**src/rtl/axi_rx_fifo.sv**
```systemverilog
// axi_rx_fifo: DEPTH-entry first-word-fall-through receive FIFO for one VALID/READY channel
module axi_rx_fifo #(
  parameter int WIDTH    = 8,
  parameter int DEPTH    = 4,
  parameter int AF_LEVEL = 3
) (
  input  logic                       ACLK,
  input  logic                       ARESET,
  input  logic                       VALID,
  output logic                       READY,
  input  logic [WIDTH-1:0]           xDATA,
  output logic [WIDTH-1:0]           rx_data,
  output logic                       rx_valid,
  input  logic                       rx_pop,
  output logic [$clog2(DEPTH+1)-1:0] rx_count,
  output logic                       rx_almost_full
);
  localparam int AW = $clog2(DEPTH);
  localparam int CW = $clog2(DEPTH+1);
  logic [WIDTH-1:0] mem [DEPTH];
  logic [AW-1:0] wr_ptr, rd_ptr;
  logic push, pop;
  assign push = VALID & READY;
  assign pop = rx_pop & rx_valid;
  assign READY = rx_count != CW'(DEPTH);
  assign rx_valid = rx_count != '0;
  assign rx_almost_full = rx_count >= CW'(AF_LEVEL);
  assign rx_data = mem[rd_ptr];
  // storage is never cleared; writes are suppressed while reset is asserted
  always_ff @(posedge ACLK)
    if (push && !ARESET) mem[wr_ptr] <= xDATA;
  // pointers wrap naturally; full vs empty is told apart by the count
  always_ff @(posedge ACLK)
    if (ARESET) begin
      wr_ptr <= '0;
      rd_ptr <= '0;
      rx_count <= '0;
    end else begin
      wr_ptr <= push ? wr_ptr + AW'(1) : wr_ptr;
      rd_ptr <= pop ? rd_ptr + AW'(1) : rd_ptr;
      rx_count <= rx_count + CW'(push) - CW'(pop);
    end
endmodule

```
**config.mk**
```make
export PLATFORM = sky130hd
export DESIGN_NAME = axi_rx_fifo
export DESIGN_NICKNAME = d
export VERILOG_FILES = /design/src/rtl/axi_rx_fifo.sv
export SDC_FILE = /design/constraint.sdc
export NUM_CORES = 1
export LEC_CHECK = 0
export ABC_CLOCK_PERIOD_IN_PS = 2850
export BUFFER_PORTS_ARGS = -buffer_cell sky130_fd_sc_hd__buf_2
export CAP_MARGIN = 20
export CORE_MARGIN = 2
export CORE_UTILIZATION = 54
export CTS_BUF_LIST = sky130_fd_sc_hd__clkbuf_8 sky130_fd_sc_hd__clkbuf_16
export DETAILED_ROUTE_END_ITERATION = 8
export MAX_ROUTING_LAYER = met4
export PLACE_DENSITY = 0.84
export SYNTH_ARGS = -nofsm -noshare
export SYNTH_HDL_FRONTEND = slang
export SYNTH_SLANG_ARGS = --single-unit
```
**constraint.sdc**
```tcl
create_clock -name ACLK -period 2.85 [get_ports ACLK]
set_clock_uncertainty 0.15 [all_clocks]
set_input_delay 0.285 -clock ACLK [delete_from_list [all_inputs] [get_ports ACLK]]
set_output_delay 0.285 -clock ACLK [all_outputs]
set_load 0.005 [all_outputs]
```
==> results.yml <==
outcome:
  status: "finished, final reports clean"
finish:
  final_cells: 160
  fin_nets: 146
  drive_gt1_share_pct: 37.80
  diodes: 0
  synthToLayoutAreaGrowth_pct: 18.13
critical_path:
  r2r_setup_slack_ns: 0.39
  crit_end: "rx_count[2]"
  criticalPathCategory: "register to register"
  arrival_ns: 2.48
  r2r_end: "rx_count[2]"
  crit_path_max_fanout: 8
  critPathLaunchType: "register"
  r2r_start: "rx_count[1]"
  crit_path_start: "rx_count[1]"
  critPathCaptureType: "register"
  required_ns: 2.88
  r2r_cells: 10
timing:
  setup_viol: 0
  max_slew_margin_pct: 64.77
  hold_violations: 0
  max_freq_ghz: 0.4073
  period_share_pct: 86.15
  post-route-min-period_ns: 2.455
  rsz0062_at_grt: "no"
  finalMaxSlewViolations: 0
  tns_ns: 0
  worst_pin_slew_ns: 0.5277
logic_synthesis:
  synth.avg_cell_area_sq_um: 17.86
  synth_area_leader_cell: "edfxtp_1"
  yosys.area.top_type_share_pct: 58.49
  synth_compound_area_share_pct: 1.447
  synth_area_leaders: "edfxtp_1 58%, dfxtp_1 11%, mux4_2 11%"
  yosysWarnings: 0
  ys_seq_area_share_pct: 69.46
  synth_cells: 92
  synth_fa_ha_area_share_pct: 6.550
  synth_mux_area_share_pct: 12.49
  synth_top_family_by_area: "multiplexers"
  netlist_area_sq_um: 1643
  syn_nets: 112
  synth_seq_cells: 41
  synthDistinctLibCells: 24
  synthSimpleGateAreaFrac_pct: 6.321
  synth_xor_area_share_pct: 1.599
global_routing:
  grt_max_degree: 15
  grt_pass1_vias: 848
  antenna_found_initial: 0
  grt_pass1_wl_microns: 3898
  grt_util_all_layers_pct: 16.44
  globalRouteOverflowTotal: 0
clock_network:
  ctsRootBufferMaster: "clkbuf_8"
  tritoncts: "yes"
  numCtsBuffers: 5
  post_cts_buffers: 0
  cts_resized: 0
  cts_sinks: 41
  clk_pin_slew_ns: 0.07
  holdBufCountCts: 0
  htree_levels: 2
  clk-insertion-delay-late_ns: 0.28
  clockBufferDepth: 2
placed_design:
  numPortBuffers: 25
  routabilityCongestion: 0.7383
  dp_cells: 152
  hpwl_microns: 1733
pwr:
  clockPowerShare_pct: 27.0
  power_frac_comb_pct: 23.7
  peakVddDrop_v: 0.0005402
  switching_share_pct: 25.91
  switchingPower_uw: 417.2
  leakagePower_nw: 0.7379
  p_int_mw: 1.193
  seqPwrFrac_pct: 49.3
  powerDensity_nw_per_um2: 829.7
die:
  dieArea_sq_um: 3499
  ios: 26
  die-height_microns: 59.16
  core_sq_um: 2978
  die_x_microns: 59.16
  placementRows: 20
  initial_core_util_pct: 55.17
route:
  totalWireLength_microns: 2515
  viasPerCell: 5.319
  drtAntennaViolNets: 0
  first_pass_iters: 4
  drt_iter0_drc: 30
  post_drt_wl_per_cell_microns: 15.72
  vias: 851
  post-route-drc-count: 0
job:
  maxCapViolations: 0
min_path:
  hold_path_class: "input pin to register"
==> how the worst min path moves through the flow <==
stage | from | depth (start not counted) | to | slack (ns)
2_1_floorplan | xDATA[0] | 0 | mem[0][0] | 0.23
4_1_cts | xDATA[5] | 1 | mem[3][5] | 0.06
3_3_place_gp | xDATA[5] | 1 | mem[3][5] | 0.35
6_report | xDATA[5] | 1 | mem[0][5] | 0.06
3_5_place_dp | xDATA[5] | 1 | mem[0][5] | 0.36
5_1_grt | xDATA[3] | 1 | mem[0][3] | 0.06
==> power groups by stage <==
stage	clock network (mW)	registers (mW)	logic, mW
2_1_floorplan	0	0.765	0.282
3_3_place_gp	0	0.800	0.373
3_5_place_dp	0	0.805	0.385
4_1_cts	0.443	0.795	0.388
5_1_grt	0.464	0.807	0.434
6_report	0.435	0.794	0.382
==> layout make-up <==
cell class	instances	area, sq um
sequential	41	1141
fill	200	1037
multi-input combinational	42	466.7
timing repair buffer	30	162.7
clock buffer	5	68.82
tap	33	41.29
clock inverter	3	37.54
inverter	6	22.52
==> synthesized netlist by cell type (all sizes together) <==
cell / count
edfxtp: 32
dfxtp: 9
mux4: 8
ha: 7
nor2: 7
inv: 6
nor3b: 4
buf: 2
nand2b: 2
xor2: 2
and2: 1
clkbuf: 1
fa: 1
mux2: 1
mux2i: 1
nand2: 1
nor2b: 1
o21ai: 1
o311ai: 1
o31a: 1
or3: 1
or3b: 1
xnor2: 1
==> critical path: stages (launching register included) <==
cell and delay, ns:
dfxtp_1 0.39, or3b_1 0.43, and2_4 0.19, inv_1 0.12
ha_1 0.24, inv_1 0.05, ha_1 0.12, inv_1 0.05
fa_1 0.37, xor2_1 0.17, nor2_1 0.05
==> stage by stage <==
stage	power, mW	hold slack, ns	utilization [%]	instance area, sq um	worst slack [ns]
after floorplan	1.046	0.2339	-	1643	0.4992
after global placement	1.173	0.3450	61.60	1834	0.4883
after detailed placement	1.190	0.3560	61.60	1834	0.4264
after CTS	1.626	0.05604	65.17	1941	0.3912
after global routing	1.705	0.06078	65.17	1941	0.2467
final	1.610	0.06382	65.17	1941	0.3948
==> placed cells by master (no fill, tap or decap) <==
cell type	netlist	layout
or3_2	1	1
xor2_1	2	2
nand2_1	1	1
o31a_2	1	1
o21ai_0	1	1
ha_1	7	7
nor3b_1	4	4
xnor2_1	1	1
buf_4	0	5
nor2b_1	1	1
mux2i_1	1	1
dfxtp_1	9	9
and2_4	1	1
mux2_4	1	1
nor2_1	7	7
mux4_2	8	8
buf_2	1	25
nand2b_1	2	2
o311ai_0	1	1
clkbuf_8	0	5
bufinv_16	0	1
clkinv_1	0	1
inv_1	6	7
or3b_1	1	1
edfxtp_1	32	32
fa_1	1	1
==> registers in the layout, summed over array words and instances (netlist names), named ones only <==
| signal | flops |
|---|---|
| mem | 32 |
| rx_count | 3 |
| rd_ptr | 2 |
| wr_ptr | 2 |
==> logic make-up after synthesis <==
kind of cell | after synthesis
buf+inv | 9
flops | 41
xor+xnor | 3
compound gates | 3
fa+ha+maj | 8
mux | 10
simple gates | 18
==> metal layers <==
layer / GRT usage, % / wire length (microns) / up-vias
met5: - / 0 / -
met4: 5.844 / 13 / 0
met3: 5.895 / 117 / 2
met2: 26.35 / 1323 / 22
met1: 19.22 / 1061 / 415
li1: - / - / 412
Note: power is estimated with default switching activity, not from simulation.
